==> src/rtl/operand_feeder.sv <==
// rtl/operand_feeder.sv - operand FIFO feeding the multiply-and-shift stage
// Optional grant-underrun counter built when OPERAND_FEEDER_UNDERRUN_EN is defined.
module operand_feeder #(
  parameter int WIDTH = 8,
  parameter int DEPTH = 4
) (
  input  logic                     clk,
  input  logic                     rst,
  input  logic [WIDTH-1:0]         in_data,
  input  logic                     in_valid,
  output logic                     in_ready,
  input  logic                     input_grant,
  output logic [WIDTH-1:0]         d,
  output logic                     d_valid,
  output logic [$clog2(DEPTH):0]   count,
  output logic [7:0]               underrun_cnt
);

  localparam int AW = $clog2(DEPTH);
  localparam int CW = AW + 1;

  logic [WIDTH-1:0] mem [DEPTH];
  logic [AW-1:0]    rd_ptr;
  logic [AW-1:0]    wr_ptr;
  logic [CW-1:0]    count_q;
  logic [WIDTH-1:0] last_q;
  logic             full;
  logic             empty;
  logic             push;
  logic             pop;

  assign full     = (count_q == CW'(DEPTH));
  assign empty    = (count_q == '0);
  // Ready comes only from occupancy, so a grant never opens a slot in the same cycle.
  assign push     = in_valid && !full;
  assign pop      = input_grant && !empty;

  assign in_ready = !full;
  assign d_valid  = !empty;
  assign count    = count_q;
  assign d        = empty ? last_q : mem[rd_ptr];

  // Storage is left unreset; d never exposes it while empty.
  always_ff @(posedge clk) begin
    if (push) begin
      mem[wr_ptr] <= in_data;
    end
  end

  always_ff @(posedge clk or negedge rst) begin
    if (!rst) begin
      rd_ptr  <= '0;
      wr_ptr  <= '0;
      count_q <= '0;
      last_q  <= '0;
    end else begin
      if (push) begin
        wr_ptr <= wr_ptr + AW'(1);
      end
      if (pop) begin
        rd_ptr <= rd_ptr + AW'(1);
        last_q <= mem[rd_ptr];
      end
      if (push && !pop) begin
        count_q <= count_q + CW'(1);
      end else if (pop && !push) begin
        count_q <= count_q - CW'(1);
      end
    end
  end

`ifdef OPERAND_FEEDER_UNDERRUN_EN
  logic [7:0] underrun_q;

  always_ff @(posedge clk or negedge rst) begin
    if (!rst) begin
      underrun_q <= '0;
    end else if (input_grant && empty && (underrun_q != 8'hFF)) begin
      underrun_q <= underrun_q + 8'd1;
    end
  end

  assign underrun_cnt = underrun_q;
`else
  assign underrun_cnt = '0;
`endif

endmodule

==> config.mk <==
export PLATFORM = sky130hd
export DESIGN_NAME = operand_feeder
export DESIGN_NICKNAME = d
export VERILOG_FILES = /design/src/rtl/operand_feeder.sv
export SDC_FILE = /design/constraint.sdc
export NUM_CORES = 1
export LEC_CHECK = 0
export BUFFER_PORTS_ARGS = -buffer_cell sky130_fd_sc_hd__buf_4
export CORE_AREA = 2 2 71 73
export DETAILED_ROUTE_END_ITERATION = 8
export DIE_AREA = 0 0 73 75
export GPL_TIMING_DRIVEN = 0
export PLACE_DENSITY_LB_ADDON = 0.1
export SLEW_MARGIN = 20
export SYNTH_ARGS = -nofsm -noshare
export SYNTH_HDL_FRONTEND = slang
export SYNTH_SLANG_ARGS = --single-unit
==> constraint.sdc <==
create_clock -name clk -period 4.5 [get_ports clk]
set_input_delay 0.45 -clock clk [delete_from_list [all_inputs] [get_ports clk]]
set_output_delay 0.45 -clock clk [all_outputs]
set_load 0.05 [all_outputs]
==> results of run 1 <==
==> layout by cell type, fill, tap and decap left out <==
cell | netlist | final
a21boi_2 | 1 | 1
nand2_2 | 1 | 1
inv_1 | 3 | 3
clkbuf_8 | 0 | 5
conb_1 | 1 | 8
inv_6 | 0 | 1
buf_4 | 8 | 32
xnor2_1 | 4 | 4
dfrtp_1 | 15 | 15
or3_4 | 1 | 1
buf_6 | 2 | 2
clkbuf_1 | 1 | 2
clkinvlp_4 | 0 | 1
mux2_2 | 18 | 18
mux4_2 | 8 | 8
dlygate4sd3_1 | 0 | 1
fa_1 | 1 | 1
and2_1 | 4 | 4
nand2_1 | 1 | 1
xor2_1 | 2 | 2
edfxtp_1 | 32 | 32
nand3_1 | 1 | 1
ha_1 | 5 | 5
nor2_1 | 2 | 2
==> worst paths after layout <==
| kind | startpoint | cells after the start | slack, ns | to |
|---|---|---|---|---|
| worst min register to register | last_q[0]$_DFFE_PN0P_ | 1 | 0.51 | last_q[0]$_DFFE_PN0P_ |
| min in group asynchronous | rst | 2 | 0.56 | last_q[4]$_DFFE_PN0P_ |
| worst max register to register | count[2]$_DFFE_PN0P_ | 8 | 2.26 | count[2]$_DFFE_PN0P_ |
| max in group asynchronous | rst | 2 | 3.76 | wr_ptr[1]$_DFFE_PN0P_ |
| worst max-delay path | rd_ptr[1]$_DFFE_PN0P_ | 4 | 2.07 | d[4] |
| worst min-delay path | in_data[3] | 1 | 0.35 | mem[1][3]$_DFFE_PP_ |
==> worst reg2reg max path, cell delays in order (launching register included) <==
cell and delay [ns]:
dfrtp_1 0.45, or3_4 0.42, nand2_2 0.23, ha_1 0.24, inv_1 0.06, fa_1 0.37, xor2_1 0.15, nor2_1 0.11
xor2_1 0.15
==> per-layer routing <==
metal  vias up  part of all wire  GRT usage
met1       515              0.46     0.1674
met5         -                 0          0
met2        26              0.49     0.2062
li1        469                 -          -
met4         0             0.017    0.05556
met3         7             0.037    0.02811
==> through the flow <==
step	hold slack (ns)	utilization	setup slack [ns]
after floorplan	0.1544	-	2.178
after global placement	0.3172	0.4934	2.280
after detailed placement	0.3187	0.4934	2.261
after CTS	0.3428	0.5146	2.054
after global routing	0.3455	0.5146	1.985
final	0.3496	0.5146	2.069
==> area by class of cell <==
cell class | instances | area (um2)
repair buffers | 25 | 190.2
flip-flops and latches | 47 | 1336
fillers | 388 | 2262
multi-input cells | 57 | 618.1
inverters | 3 | 11.26
plain buffers | 11 | 86.33
well taps | 54 | 67.56
clock inverters | 2 | 16.27
clock buffers | 6 | 72.57
==> state kept, by name (all words and copies together), names as in the netlist <==
name and cells:
wr_ptr 2, last_q 8, rd_ptr 2, mem 32, count 3
==> logic make-up (layout without fill, tap and decap cells) <==
family                     count (synthesis)  count (layout)
and+or+nand+nor                           10              10
adders and majority gates                  6               6
AOI/OAI and AO/OA                          1               1
other                                      1               8
muxes                                     26              26
DFF                                       47              47
xor gates and xnor gates                   6               6
buffers and inverters                     14              47
==> key figures, run 1 <==
STA
  – Setup TNS: 0 ns
  – Highest Clock Rate: 411.4 MHz
  – Crit path time final: 2.431 ns
  – Worst-margin pin slew: 0.5699 ns
  – Final setup viols: 0
  – Final hold vios: 0
  – Worst slew margin: 0.6201
  – RSZ-0062 raised after global routing: false
  – Max-slew violation count: 0
  – Clock Skew: 0.007402 ns
  – Fin crit share: 0.5402

Worst setup path
  – CP max FO: 9
  – Kind of critical path: flip-flop to output port
  – Critical-path cell list: clkbuf_1 > mux4_2 > mux2_2 > buf_4
  – CP required: 4.05 ns
  – Crit path buffers/inverters: 2
  – Slowest stage delay, CP: 0.44 ns
  – Critical path's slowest cell: clkbuf_1
  – CP arrival: 1.98 ns
  – Worst Setup End Kind: output port
  – Delay-heaviest family, CP: multiplexers
  – Startpoint types: flip-flop

Synth
  – Main synth FF type: edfxtp_1
  – Synth warnings: 0
  – Yosys top cell area share: 0.4744
  – Mux share of post-synthesis cell area: 0.1890
  – Post-synthesis cell type count: 20
  – Largest family of logic cells by synthesized area: multiplexers
  – Syn Area/Cell: 18.25 um2
  – Post-synth EDFFs: 32
  – Commonest cells in the netlist: 32 x edfxtp_1, 18 x mux2_2, 15 x dfrtp_1
  – Synth area leaders: edfxtp_1 47%, dfrtp_1 19%, mux2_2 10%
  – Synth Area in Compound Gates: 0.005559
  – Xor/xnor share of the synthesized area: 0.02594
  – Area leader, netlist: edfxtp_1
  – Sequential area share after synthesis: 0.6597
  – Count leader, synth: edfxtp_1
  – Synthesized flop and latch total: 47
  – Synth Area in Adders: 0.04077
  – Simple-Gate Fraction of Synth Area: 0.02903
  – Syn Inst Count: 111
  – Synthesized area: 2026 um2
  – Post-synthesis async set-or-reset flop share: 0.3191

Layout
  – Finished Layout Cells: 205
  – Final nets: 168
  – Post-route cell area: 2399 um2
  – Area delta synth->final: 18.41%
  – # diodes: 0
  – Layout cell share with drive strength beyond 1: 0.4636

Clocking
  – Post-CTS sizing: 0
  – CTS root buffer: clkbuf_8
  – Setup bufs post-CTS: 0
  – CTS Sinks: 47
  – TritonCTS clock tree: built
  – Hold_buf cts: 1
  – CTS H-Tree Depth: 2
  – Clock Tree Buf Depth: 2
  – Clock-pin slew on the worst setup and hold paths: 0.09 ns
  – CTS Buf Count: 5
  – Clock latency on the worst-skew pair: 0.29 ns

Routing
  – 1st-iter DRT viols: 25
  – DRT antenna net count: 0
  – Vias/cell: 4.961
  – Drt first pass iters: 4
  – WL/cell: 15.60 um
  – DRC: 0
  – Via count: 1017
  – Wirelength, routed: 3198 um

GRT
  – Initial antenna violation count: 0
  – GRT Total Usage: 0.1276
  – Number of global-route vias before repair: 1012
  – First-pass GRT wire length: 4995 um
  – Gr ovfl total: 0
  – Pin count of the biggest net entering global routing: 16

Status
  – Status: finished, final reports clean

Die
  – Placement Rows: 25
  – Die Wd: 73 um
  – Core ar.: 4661 um2
  – Die H: 75 um
  – Io pins: 33
  – Initial Util: 0.4346
  – Area of the die: 5475 um2

Flow run
  – Total of max-cap violations: 0

Placement
  – Post-detail-place hpwl: 2221 um
  – Placed Area: 2300 um2
  – Port buffer count: 24
  – Placer Congestion: 0.6667
  – Placed instance count: 196

Worst hold path
  – Hold Path Class: input port to flip-flop
Power of run 1 is left out: the tool's default activity adds up to more than one toggle a clock period on the data nets, which glitch-free logic cannot reach.
==> run 2: changes to the inputs <==
- clock period: 4.5 -> 2.4 ns (I/O delays scaled with it)
==> run 2 against run 1 <==
  * Worst hold slack got worse by 0.21 ns
  * Core utilization up 0.11 points
  * Clock-buffer cell count unchanged
  * Largest cell class unchanged
  * Final cell count stayed put
  * Non-clock buffer count stayed put
  * Via count increased by 0.20%
  * Cell area is 0.21% higher
==> key figures, run 2 (synthesis gave the netlist of run 1 again) <==
GRT
  – First-pass GRT wire length: 4995 um
  – Number of global-route vias before repair: 1012
  – Pin count of the biggest net entering global routing: 16
  – Gr ovfl total: 0
  – Initial antenna violation count: 0
  – GRT Total Usage: 0.1276

Worst setup path
  – Worst Setup End Kind: output port
  – CP arrival: 1.98 ns
  – Crit path buffers/inverters: 2
  – Delay-heaviest family, CP: multiplexers
  – CP startpoint: rd_ptr[1]$_DFFE_PN0P_
  – R2R Setup Slk: 0.25 ns
  – Critical path's slowest cell: clkbuf_1
  – Startpoint types: flip-flop
  – Kind of critical path: flip-flop to output port
  – CP required: 2.16 ns
  – CP max FO: 9
  – Critical-path cell list: clkbuf_1 > mux4_2 > mux2_2 > buf_4
  – Slowest stage delay, CP: 0.44 ns
  – Reg-to-Reg Start: count[2]$_DFFE_PN0P_

Clocking
  – Clock-pin slew on the worst setup and hold paths: 0.09 ns
  – CTS H-Tree Depth: 2
  – Clock Tree Buf Depth: 2
  – Setup bufs post-CTS: 0
  – CTS Buf Count: 5
  – CTS root buffer: clkbuf_8
  – CTS Sinks: 47
  – TritonCTS clock tree: built
  – Clock latency on the worst-skew pair: 0.29 ns

Routing
  – Via count: 1019
  – DRT antenna net count: 0
  – 1st-iter DRT viols: 25
  – Vias/cell: 4.971
  – WL/cell: 15.61 um
  – Drt first pass iters: 4
  – DRC: 0
  – Wirelength, routed: 3201 um

Layout
  – Layout cell share with drive strength beyond 1: 0.4636
  – Final core occ: 0.5157
  – Finished Layout Cells: 205
  – Final nets: 168
  – # diodes: 0
  – Max reg flops: 32
  – Area delta synth->final: 18.65%
  – Biggest register: mem
  – Most frequent cells in the layout: 32 x buf_4, 32 x edfxtp_1, 18 x mux2_2

STA
  – Worst slew margin: 0.6201
  – Final setup viols: 0
  – Crit path time final: 2.221 ns
  – Fin crit share: 0.9254
  – Highest Clock Rate: 450.3 MHz
  – Worst-margin pin slew: 0.5699 ns
  – RSZ-0062 raised after global routing: false
  – Max-slew violation count: 0
  – Setup TNS: 0 ns
  – Final hold vios: 0
  – Clock Skew: 0.007398 ns

Status
  – Status: finished, final reports clean

Die
  – Placement Rows: 25
  – Core ar.: 4661 um2
  – Area of the die: 5475 um2
  – Io pins: 33
  – Die H: 75 um
  – Initial Util: 0.4346
  – Die Wd: 73 um

Placement
  – Placer Congestion: 0.6667
  – Port buffer count: 24
  – Placed instance count: 196
  – Post-detail-place hpwl: 2221 um

Worst hold path
  – Hold Crit Start: in_data[3]
  – Hold Path Class: input port to flip-flop

Flow run
  – Total of max-cap violations: 0
==> run 2: cell counts in the layout (fill, tap and decap cells not counted) <==
Identical to the previous run, type by type.
==> run 2: final timing paths <==
check | to | cells past startpoint
max | d[4] | 4
min | mem[1][3]$_DFFE_PP_ | 1
max reg2reg | count[2]$_DFFE_PN0P_ | 8
min reg2reg | last_q[0]$_DFFE_PN0P_ | 1
max in group asynchronous | wr_ptr[1]$_DFFE_PN0P_ | 2
min in group asynchronous | last_q[4]$_DFFE_PN0P_ | 2
==> run 2: repair_timing <==
action,CTS,global route
hold buffers,1,0
endpoints found under the setup margin,0,1
resized for setup,0,1
endpoints found under the hold margin,15,0
==> run 2: final cells by class <==
cell class	instances	area, um2
well taps	54	67.56
flip-flops and latches	47	1336
multi-input cells	57	623.1
plain buffers	11	86.33
repair buffers	25	190.2
clock buffers	6	72.57
inverters	3	11.26
fillers	388	2257
clock inverters	2	16.27
==> run 2: per-stage QoR <==
stage | setup WS [ns] | hold WS (ns) | instance area [um2]
after floorplan | 0.07766 | -0.05559 | 2052
after global placement | 0.1799 | 0.1072 | 2300
after detailed placement | 0.1607 | 0.1087 | 2300
after CTS | 0.1296 | 0.1328 | 2399
after global routing | 0.08597 | 0.1355 | 2404
final | 0.1790 | 0.1396 | 2404
==> run 2: per-layer routing <==
metal,share of wire,global-route usage,up-vias
li1,-,-,469
met1,0.46,0.1674,517
met2,0.49,0.2062,26
met3,0.037,0.02811,7
met4,0.017,0.05556,0
met5,0,0,-
Power of run 2 is left out for the same reason.
==> run 3: changes to the inputs <==
- CORE_AREA: 2 2 71 73 -> 2 2 67 69
- DIE_AREA: 0 0 73 75 -> 0 0 69 71
- clock period: 2.4 -> 1.8 ns (I/O delays scaled with it)
==> run 3 against run 2 <==
  * The run now ends with setup timing left
  * Register-to-register slack got worse by 0.37 ns
  * Global-route usage rose by 2.4 points
  * Critical path type unchanged
  * Core utilization rose by 11 points
==> key figures, run 3 (synthesis gave the netlist of run 1 again) <==
Status
  – Status: finished, violations left
  – Failing checks: setup timing

Placement
  – Port buffer count: 24
  – Post-detail-place hpwl: 2146 um
  – Placer Congestion: 0.6332

Worst setup path
  – CP arrival: 1.82 ns
  – CP startpoint: count[1]$_DFFE_PN0P_
  – CP required: 1.62 ns
  – Startpoint types: flip-flop
  – Worst Setup End Kind: output port
  – Slowest stage delay, CP: 0.44 ns
  – Reg2reg path depth: 8
  – Kind of critical path: flip-flop to output port
  – R2r endpoint: count[2]$_DFFE_PN0P_
  – Reg-to-Reg Start: count[1]$_DFFE_PN0P_
  – Critical path's slowest cell: dfrtp_2
  – Critical-path cell list: or3_4 > buf_12 > mux2_4 > buf_6
  – R2R Setup Slk: -0.12 ns
  – CP max FO: 10

STA
  – Crit path time final: 1.999 ns
  – RSZ-0062 raised after global routing: true
  – Fin crit share: 1.111
  – Final setup viols: 10
  – Hold WS: 0.08072 ns
  – Final hold vios: 0
  – Max-slew violation count: 0
  – Clock Skew: 0.01100 ns
  – Highest Clock Rate: 500.2 MHz
  – Final worst slack: -0.1992 ns

Layout
  – Final core occ: 0.6235
  – Most frequent cells in the layout: 32 x buf_4, 32 x edfxtp_1, 12 x dfrtp_1
  – Max reg flops: 32
  – Layout cell share with drive strength beyond 1: 0.5346
  – # diodes: 0
  – Biggest register: mem
  – Final nets: 176
  – Area delta synth->final: 29.40%

Flow run
  – Total of max-cap violations: 0

Routing
  – DRC: 0
  – DRT antenna net count: 0
  – Wirelength, routed: 3291 um
  – WL/cell: 15.60 um
  – 1st-iter DRT viols: 28
  – Via count: 1036
  – Vias/cell: 4.910
  – Drt first pass iters: 4

Clocking
  – CTS root buffer: clkbuf_8
  – Clock Tree Buf Depth: 2
  – CTS Buf Count: 5
  – Clock latency on the worst-skew pair: 0.29 ns
  – CTS H-Tree Depth: 2
  – CTS Sinks: 47
  – Clock-pin slew on the worst setup and hold paths: 0.09 ns
  – TritonCTS clock tree: built

Worst hold path
  – Hold Path Depth: 1
  – Worst Hold End: mem[0][2]$_DFFE_PP_
  – Hold Crit Start: in_data[2]
  – Hold Path Class: input port to flip-flop

GRT
  – Pin count of the biggest net entering global routing: 16
  – Gr ovfl total: 0
  – First-pass GRT wire length: 5520 um
  – GRT Total Usage: 0.1520
  – Initial antenna violation count: 0
  – Number of global-route vias before repair: 1140

Die
  – Area of the die: 4899 um2
  – Placement Rows: 24
  – Core ar.: 4204 um2
  – Io pins: 33
  – Initial Util: 0.4818
  – Die Wd: 69 um
  – Die H: 71 um

Power and ir drop
  – Leakage: 1.072 nW
  – Cell Pwr Density: 2029 nW/um2
  – Worst VDD drop: 1092 uV
-- run 3: cell types whose count changed in the layout (fill, tap and decap cells not counted), sizes merged --
| cell | before | now |
|---|---|---|
| clkinvlp | 1 | 0 |
| clkbuf | 7 | 5 |
| inv | 4 | 3 |
| buf | 34 | 43 |
| bufinv | 0 | 1 |
| clkinv | 0 | 2 |
-- run 3: what timing repair did --
| action | CTS | global route |
|---|---|---|
| pin swaps | 4 | 1 |
| buffers inserted | 6 | 4 |
| hold endpoints to repair | 15 | 0 |
| hold buffers | 1 | 0 |
| gates resized for setup | 25 | 5 |
| endpoints found under the setup margin | 10 | 42 |
| cloned | 1 | 0 |
-- run 3: cell type report --
cell class / instances / area, um2
clock buffers: 5 / 68.82
repair buffers: 35 / 329.1
plain buffers: 9 / 80.08
inverters: 3 / 11.26
multi-input cells: 57 / 688.2
fillers: 321 / 1583
clock inverters: 3 / 38.79
flip-flops and latches: 47 / 1340
well taps: 52 / 65.06
-- run 3: per-layer routing --
metal | routed length, um | up-vias | track usage
li1 | - | 486 | -
met1 | 1357 | 517 | 0.1798
met2 | 1759 | 28 | 0.2682
met3 | 121 | 5 | 0.02991
met4 | 52 | 0 | 0.07190
met5 | 0 | - | 0
-- run 3: report_power, final --
part | switching (mW) | leakage, nW | total (mW) | internal (mW)
Clock | 0.332 | 0.0556 | 0.739 | 0.407
Sequential | 0.197 | 0.465 | 1.70 | 1.51
Combinational | 1.49 | 0.551 | 2.88 | 1.39
Total | 2.02 | 1.07 | 5.32 | 3.30
-- run 3: how the worst max path moves through the flow --
stage	depth (start not counted)	slack [ns]	to
2_1_floorplan	8	-0.25	count[2]$_DFFE_PN0P_
3_3_place_gp	8	-0.19	count[2]$_DFFE_PN0P_
3_5_place_dp	8	-0.20	count[2]$_DFFE_PN0P_
4_1_cts	5	-0.23	d[4]
5_1_grt	4	-0.26	d[5]
6_report	4	-0.20	d[7]
-- run 3: worst max-delay path, delay by kind of cell, from the launching register on --
kind          cells  cell delay [ns]
buf+inv           2             0.33
flops             1             0.44
mux               1             0.31
simple gates      1             0.44
-- run 3: stage by stage --
step / total power [mW] / instances / instance area [um2] / setup slack [ns] / TNS, ns
global placement: 4.026 / 194 / 2333 / -0.1926 / -0.5675
finish: 5.319 / 211 / 2621 / -0.1992 / -1.746
global route: 5.600 / 211 / 2621 / -0.2560 / -2.305
detailed placement: 4.095 / 194 / 2333 / -0.1980 / -0.7863
floorplan: 3.494 / 118 / 2088 / -0.2548 / -0.4930
CTS: 5.372 / 209 / 2610 / -0.2256 / -1.970
(Power assumes the default switching activity.)
